**src/rtl/cdb_arbiter.sv**
```systemverilog
// Two-bus common-data-bus arbiter: grants up to two pending results per cycle and registers them onto cdb[0]/cdb[1].
// Define CDB_FIXED_PRIORITY_EN for fixed priority (index 0 highest, no rotating pointer).
module cdb_arbiter #(
    parameter int NUM_REQ = 4,
    parameter int XLEN    = 32,
    parameter int REG_W   = 6
) (
    input  logic                     clk,
    input  logic                     reset_n,
    input  logic                     flush,
    input  logic [NUM_REQ-1:0]       req_valid,
    input  logic [NUM_REQ*XLEN-1:0]  req_data,
    input  logic [NUM_REQ*REG_W-1:0] req_arn,
    input  logic [NUM_REQ*REG_W-1:0] req_rrn,
    output logic [NUM_REQ-1:0]       req_ready,
    output logic [1:0]               cdb_valid,
    output logic [2*XLEN-1:0]        cdb_data,
    output logic [2*REG_W-1:0]       cdb_arn,
    output logic [2*REG_W-1:0]       cdb_rrn
);

    localparam int PTR_W = (NUM_REQ > 1) ? $clog2(NUM_REQ) : 1;

    logic                 active;
    logic [PTR_W-1:0]     scan_base;
    logic [PTR_W-1:0]     scan_idx;
    int                   scan_pos;
    logic                 g0_found, g1_found;
    logic [PTR_W-1:0]     g0_idx, g1_idx;
    logic [NUM_REQ-1:0]   gnt0, gnt1;
    logic [XLEN-1:0]      data0_nxt, data1_nxt;
    logic [REG_W-1:0]     arn0_nxt, arn1_nxt, rrn0_nxt, rrn1_nxt;

    // Reset and flush both suppress every grant in the cycle they are asserted.
    assign active = reset_n & ~flush;

`ifdef CDB_FIXED_PRIORITY_EN
    assign scan_base = '0;
`else
    logic [PTR_W-1:0] rr_ptr;
    logic [PTR_W-1:0] last_idx;
    logic [PTR_W-1:0] rr_ptr_nxt;

    assign scan_base = rr_ptr;
    assign last_idx  = g1_found ? g1_idx : g0_idx;

    always_comb begin
        rr_ptr_nxt = rr_ptr;
        if (g0_found) begin
            if (last_idx == PTR_W'(NUM_REQ - 1))
                rr_ptr_nxt = '0;
            else
                rr_ptr_nxt = last_idx + PTR_W'(1);
        end
    end

    always_ff @(posedge clk) begin
        if (!reset_n || flush)
            rr_ptr <= '0;
        else
            rr_ptr <= rr_ptr_nxt;
    end
`endif

    // NOTE: every variable driven here gets a default first, so no path leaves it unassigned and no latch is inferred.
    always_comb begin
        g0_found = 1'b0;
        g1_found = 1'b0;
        g0_idx   = '0;
        g1_idx   = '0;
        gnt0     = '0;
        gnt1     = '0;
        scan_pos = 0;
        scan_idx = '0;
        for (int off = 0; off < NUM_REQ; off++) begin
            scan_pos = int'(scan_base) + off;
            if (scan_pos >= NUM_REQ)
                scan_pos = scan_pos - NUM_REQ;
            scan_idx = PTR_W'(scan_pos);
            if (active && req_valid[scan_idx]) begin
                if (!g0_found) begin
                    g0_found       = 1'b1;
                    g0_idx         = scan_idx;
                    gnt0[scan_idx] = 1'b1;
                end else if (!g1_found) begin
                    g1_found       = 1'b1;
                    g1_idx         = scan_idx;
                    gnt1[scan_idx] = 1'b1;
                end
            end
        end
    end

    assign req_ready = gnt0 | gnt1;

    // One-hot AND-OR payload select; an unused slot collapses to all-zero fields.
    always_comb begin
        data0_nxt = '0;
        data1_nxt = '0;
        arn0_nxt  = '0;
        arn1_nxt  = '0;
        rrn0_nxt  = '0;
        rrn1_nxt  = '0;
        for (int i = 0; i < NUM_REQ; i++) begin
            data0_nxt = data0_nxt | ({XLEN{gnt0[i]}}  & req_data[i*XLEN +: XLEN]);
            data1_nxt = data1_nxt | ({XLEN{gnt1[i]}}  & req_data[i*XLEN +: XLEN]);
            arn0_nxt  = arn0_nxt  | ({REG_W{gnt0[i]}} & req_arn[i*REG_W +: REG_W]);
            arn1_nxt  = arn1_nxt  | ({REG_W{gnt1[i]}} & req_arn[i*REG_W +: REG_W]);
            rrn0_nxt  = rrn0_nxt  | ({REG_W{gnt0[i]}} & req_rrn[i*REG_W +: REG_W]);
            rrn1_nxt  = rrn1_nxt  | ({REG_W{gnt1[i]}} & req_rrn[i*REG_W +: REG_W]);
        end
    end

    // NOTE: state registers use non-blocking assignments so every flop samples pre-edge values.
    always_ff @(posedge clk) begin
        if (!reset_n || flush) begin
            cdb_valid <= '0;
            cdb_data  <= '0;
            cdb_arn   <= '0;
            cdb_rrn   <= '0;
        end else begin
            cdb_valid <= {g1_found, g0_found};
            cdb_data  <= {data1_nxt, data0_nxt};
            cdb_arn   <= {arn1_nxt, arn0_nxt};
            cdb_rrn   <= {rrn1_nxt, rrn0_nxt};
        end
    end

endmodule

```
**config.mk**
```make
export PLATFORM = sky130hd
export DESIGN_NAME = cdb_arbiter
export DESIGN_NICKNAME = d
export VERILOG_FILES = /design/src/rtl/cdb_arbiter.sv
export SDC_FILE = /design/constraint.sdc
export NUM_CORES = 1
export LEC_CHECK = 0
export ABC_AREA = 1
export BUFFER_PORTS_ARGS = -buffer_cell sky130_fd_sc_hd__buf_2
export CAP_MARGIN = 10
export CORE_AREA = 3 3 110 112
export CTS_BUF_LIST = sky130_fd_sc_hd__clkbuf_16
export CTS_CLUSTER_SIZE = 20
export DETAILED_ROUTE_END_ITERATION = 16
export DIE_AREA = 0 0 113 115
export PLACE_DENSITY = 0.81
export SYNTH_ARGS = -nofsm -noshare
export SYNTH_HDL_FRONTEND = slang
export SYNTH_SLANG_ARGS = --single-unit
```
**constraint.sdc**
```tcl
create_clock -name clk -period 2.7 [get_ports clk]
set_input_delay 0.135 -clock clk [delete_from_list [all_inputs] [get_ports clk]]
set_output_delay 0.135 -clock clk [all_outputs]
set_load 0.02 [all_outputs]
```
==> results of run 1 <==
logic make-up (layout without fill, tap and decap cells):
family	after synthesis	after routing	share of synthesized area, %
AND/OR/NAND/NOR	537	537	48.9
flip-flops	92	92	37.0
buffers and inverters	46	358	6.16
AO/OA/AOI/OAI	31	31	5.43
adder cells (fa/ha/maj)	10	10	2.51
other	0	1	0
layer usage:
layer / track usage, % / up-vias / routed length [um]
met4: 12.0 / 0 / 688
met1: 34.9 / 2885 / 7700
met2: 49.1 / 420 / 9790
met3: 6.47 / 59 / 1820
met5: 0 / - / 0
li1: - / 2983 / -
final cells by class:
cell class / instances / area (um^2)
clock buffers: 9 / 225
repair buffers: 329 / 1940
flip-flops and latches: 92 / 1840
clock inverters: 7 / 123
well taps: 143 / 179
multi-input cells: 578 / 2870
inverters: 13 / 60.1
diodes: 1 / 2.50
fillers: 974 / 4080
critical path: stages (launching register included):
cell	delay (ps)
dfxtp_2	350
inv_4	60
ha_4	300
clkinvlp_4	140
nand3_2	130
nand3_4	170
nand2_4	150
nor2_1	70
a21oi_2	190
o211ai_4	110
or2_2	300
buf_2	160
final timing paths:
path	depth (start not counted)	endpoint
hold / removal	3	cdb_arn[5]
setup / recovery	11	req_ready[1]
hold reg to reg	4	rr_ptr[1]
setup reg to reg	14	cdb_data[30]
stage by stage:
stage,power (mW),cells
4_1_cts,6.35,1162
5_1_grt,6.79,1172
3_5_place_dp,4.79,1118
3_3_place_gp,4.76,1118
2_1_floorplan,3.78,716
6_report,6.46,1172
sequential cells by signal, indices dropped and copies added, names as in the netlist:
register / count
cdb_arn: 12
cdb_data: 64
cdb_rrn: 12
cdb_valid: 2
rr_ptr: 2
power by group through the flow:
stage / Combinational (mW) / Clock [mW] / Sequential [mW]
floorplan: 1.31 / 0 / 2.48
global placement: 2.82 / 0 / 1.94
detailed placement: 2.85 / 0 / 1.94
CTS: 2.92 / 1.52 / 1.92
global route: 3.26 / 1.56 / 1.96
finish: 3.04 / 1.49 / 1.93
placed cells by master (no fill, tap or decap), types with 4 or more instances in the layout:
cell,instances
dfxtp_1,90
buf_4,18
ha_1,9
dlygate4sd3_1,27
nand3_4,4
nand2_4,6
nand2_2,9
inv_1,8
buf_2,276
buf_12,7
nor2_4,6
nand2_1,384
clkbuf_16,9
nand4_1,77
a22oi_1,13
nor2_1,13
nand3_1,32
what timing repair did:
action | CTS | global route
hold buffers | 27 | 0
gates resized for setup | 1 | 7
endpoints found under the setup margin | 3 | 3
pin swaps | 0 | 6
hold endpoints to repair | 27 | 0
setup buffers | 1 | 9
==> out/metrics.cfg, run 1 <==
[setup_path]
start_kind=flip-flop
r2r-start=rr_ptr[1]
crit_type=reg2out
worstSetupStartpoint=rr_ptr[1]
cp.arrival_ps=2480
cp_max_fo=7
crit_path_end_kind=output port
cp.required_ps=2570
rrSetupSlack_ps=150

[floorplanning]
num_rows=39
die_w_um=113
start_util_pct=44.0
dieArea_um2=13000
core_um2=11300
die_h_um=115
num_io_pins=277

[pwr]
pwr-share-comb_pct=47.0
clkPwrFrac_pct=23.1
p_leak_nw=3.59
switching_share_pct=41.5
seqPwrFrac_pct=29.9
power_density_nw_per_um2=892
peakVddDrop_uv=641
p_int_mw=3.77
power.switching_mw=2.68

[finish]
syn2layout_area_growth_pct=45.4
post-route-util_pct=63.9
fin_area_um2=7240
drive_gt1_share_pct=35.3
nets=1216

[clock_tree]
clockBufferDepth=2
clk_pin_slew_ps=70
insertion_delay_ps=350
cts.sinks=92
tritoncts=done
htree_levels=3
cts_buffers=9
cts-root-buf=clkbuf_16

[sta]
finalHoldViolations=0
max-slew-margin-rel_pct=75.6
layout_setup_ws_ps=81.5
finalSetupTns_ps=0
finalSetupViolations=0
slew_violations=0
whs_ps=13.0
worst_pin_slew_ps=365
fin_skew_ps=5.99
min_period_ps=2620
fmax_mhz=382
fin_crit_sh_pct=97.0

[place]
dpl_worst_slack_ps=172
place_congestion=0.951
port_buffers=276
post-dp-hpwl_um=14000
post_dp_cell_area_um2=6490

[synth]
synth_common_cells=384 x nand2_1, 92 x dfxtp_1, 77 x nand4_1
synth.avg_cell_area_um2=6.95
synth_cells=716
netlist.area_leader.share_pct=37.0
yosysUniqueCellTypes=33
synth_fp_nets=909
yosys_warnings=0
syn-cell-area_um2=4980
synth_edf_count=0
synth_seq_cells=92
synthArstFlopShare_pct=0
synth_top_flop_cell=dfxtp_1
seq_area_frac_synth_pct=37.0
synth_area_leaders=dfxtp_1 37%, nand2_1 29%, nand4_1 9.7%
yosysTopAreaCell=dfxtp_1
yosysMostFrequentCell=nand2_1

[grt]
antenna_found_initial=1
grt_pass1_vias=5815
grt_pass1_wl_um=29600
grt_max_degree=45
grt-ovfl-total=0
track_usage_pct=28.7

[drt]
antenna_left=0
drtPass1Iterations=6
drtIter0Drc=807
wl_per_cell_um=17.1
vias_per_cell=5.42
vias=6347
wirelength_um=20000
drc=0

[run]
maxCapViolCount=0

[hold_path]
hold_class=in2reg
hold_start=req_arn[23]

[status]
outcome=completed

(Power assumes the default switching activity.)
==> run 2: changes to the inputs <==
--- a/config.mk
+++ b/config.mk
@@ -8,11 +8,11 @@
 export ABC_AREA = 1
 export BUFFER_PORTS_ARGS = -buffer_cell sky130_fd_sc_hd__buf_2
 export CAP_MARGIN = 10
-export CORE_AREA = 3 3 110 112
+export CORE_AREA = 2 2 109 111
 export CTS_BUF_LIST = sky130_fd_sc_hd__clkbuf_16
 export CTS_CLUSTER_SIZE = 20
 export DETAILED_ROUTE_END_ITERATION = 16
-export DIE_AREA = 0 0 113 115
+export DIE_AREA = 0 0 111 113
 export PLACE_DENSITY = 0.81
 export SYNTH_ARGS = -nofsm -noshare
 export SYNTH_HDL_FRONTEND = slang
==> run 2 against run 1 <==
Critical endpoint is now req_ready[0]. Clock skew rose by 0.84 ps. Cell area shrank 0.31%. Global-route usage increased by 2.8 points. Largest power group unchanged. Highest routed layer is now met5. Total power is 2.6% lower.
==> out/metrics.cfg, run 2 (synthesized netlist as in run 1, its figures left out) <==
[clock_tree]
cts_buffers=9
tritoncts=done
cts.sinks=92
htree_levels=3
insertion_delay_ps=350
cts-root-buf=clkbuf_16
clk_pin_slew_ps=70
clockBufferDepth=2

[floorplanning]
die_w_um=111
start_util_pct=44.2
num_io_pins=277
core_um2=11300
num_rows=39
dieArea_um2=12500
die_h_um=113

[drt]
vias=6564
drtPass1Iterations=6
vias_per_cell=5.57
drc=0
antenna_left=0
wirelength_um=20400
drtIter0Drc=806
wl_per_cell_um=17.3

[grt]
grt_pass1_wl_um=31600
antenna_found_initial=3
grt_max_degree=45
grt_pass1_vias=6251
grt-ovfl-total=0
track_usage_pct=31.5

[setup_path]
ff2ff_path_depth=11
crit_type=reg2out
path_buf_inv=3
worstSetupStartpoint=rr_ptr[1]
cp_cell_sequence=inv_2 -> ha_4 -> inv_2 -> nand3_2 -> nand3_4 -> nand2_4 -> nand2_2 -> nand2_2 -> nand2_1 -> o21ai_4 -> or2_2 -> buf_2
worstReg2RegEnd=cdb_arn[8]
crit_family=simple AND/OR/NAND/NOR gates
cp_max_fo=7
slowest_stage=dfxtp_1
r2r-start=rr_ptr[1]
rrSetupSlack_ps=250
crit_path_end_kind=output port
cp.depth=12
start_kind=flip-flop
cp.arrival_ps=2410
cp.required_ps=2570
crit_end=req_ready[0]
max_stage_delay_ps=320

[sta]
min_period_ps=2550
slew_violations=0
fin_skew_ps=6.83
rsz0062_at_grt=no
finalHoldViolations=0
finalSetupTns_ps=0
layout_setup_ws_ps=152
max-slew-margin-rel_pct=60.7
finalSetupViolations=0
fmax_mhz=393
fin_crit_sh_pct=94.4
worst_pin_slew_ps=589

[finish]
syn2layout_area_growth_pct=45.0
largest-register=cdb_data
biggestRegsByFlops=cdb_data: 64 flops, cdb_arn: 12 flops, cdb_rrn: 12 flops
drive_gt1_share_pct=34.6
layout.cells.most_common=nand2_1
layout_common_cells=384 x nand2_1, 276 x buf_2, 91 x dfxtp_1
nets=1220
largest_reg_flops=64

[place]
port_buffers=276
post-dp-hpwl_um=14000
place_congestion=0.988
dpl_worst_slack_ps=132

[pwr]
power_density_nw_per_um2=871
finalPower_mw=6.29
peakVddDrop_uv=650
p_leak_nw=3.58

[hold_path]
hold_class=in2reg

[run]
maxCapViolCount=0

[status]
outcome=completed

==> run 2: changes by cell type in the layout (fill, tap and decap cells not counted), sizes merged <==
cell / previous run / this run
clkinv: 2 / 3
dlygate4sd3: 27 / 35
diode: 1 / 3
buf: 302 / 298
clkinvlp: 1 / 0
bufinv: 3 / 2
inv: 14 / 15
==> run 2: routing by layer <==
metal	routed length, um	GRT usage (%)	part of all wire (%)
met5	13	0	0.064
met4	1060	17.8	5.2
met3	2230	8.62	11
met2	9590	53.2	47
met1	7460	36.2	37
==> run 2: what timing repair did <==
| item | in CTS | in global routing |
|---|---|---|
| endpoints found under the hold margin | 35 | 0 |
| setup buffers | 0 | 5 |
| gates resized for setup | 2 | 2 |
| endpoints found under the setup margin | 2 | 19 |
| pin swaps | 1 | 0 |
| hold buffers | 35 | 0 |
==> run 2: power by group <==
part	switching [mW]	internal (mW)	total (mW)
sequential	0.118	1.79	1.91
clock	0.563	0.809	1.37
combinational	1.96	1.04	3.01
total	2.65	3.64	6.29
==> run 2: cell type report <==
cell class	instances	area, um^2
diodes	3	7.51
clock buffers	9	225
clock inverters	7	90.1
fillers	960	4060
inverters	13	53.8
multi-input cells	578	2860
flip-flops and latches	92	1840
well taps	143	179
repair buffers	333	1960
==> run 2: how the worst min path moves through the flow <==
stage                        from            to  slack, ps  cells after the start
floorplan             req_arn[10]   cdb_arn[10]        250                      2
global placement     req_data[35]  cdb_data[35]        350                      3
detailed placement     req_arn[7]    cdb_arn[7]        360                      3
CTS                  req_data[38]  cdb_data[38]        0.1                      3
global route        req_data[112]  cdb_data[16]         10                      3
finish                 req_arn[5]   cdb_arn[11]          8                      3
==> run 2: per-stage QoR <==
| stage | cells | hold slack, ps | utilization [%] | cell area, um^2 |
|---|---|---|---|---|
| 2_1_floorplan | 716 | 251 | - | 4980 |
| 3_3_place_gp | 1119 | 353 | 57.6 | 6490 |
| 3_5_place_dp | 1119 | 356 | 57.6 | 6490 |
| 4_1_cts | 1170 | 0.119 | 63.5 | 7160 |
| 5_1_grt | 1176 | 13.4 | 64.0 | 7210 |
| 6_report | 1178 | 8.18 | 64.0 | 7220 |
==> run 2: worst min-delay path, delay by kind of cell <==
kind | cells | cell delay (ps)
buffers and inverters | 1 | 90
and+or+nand+nor | 2 | 100
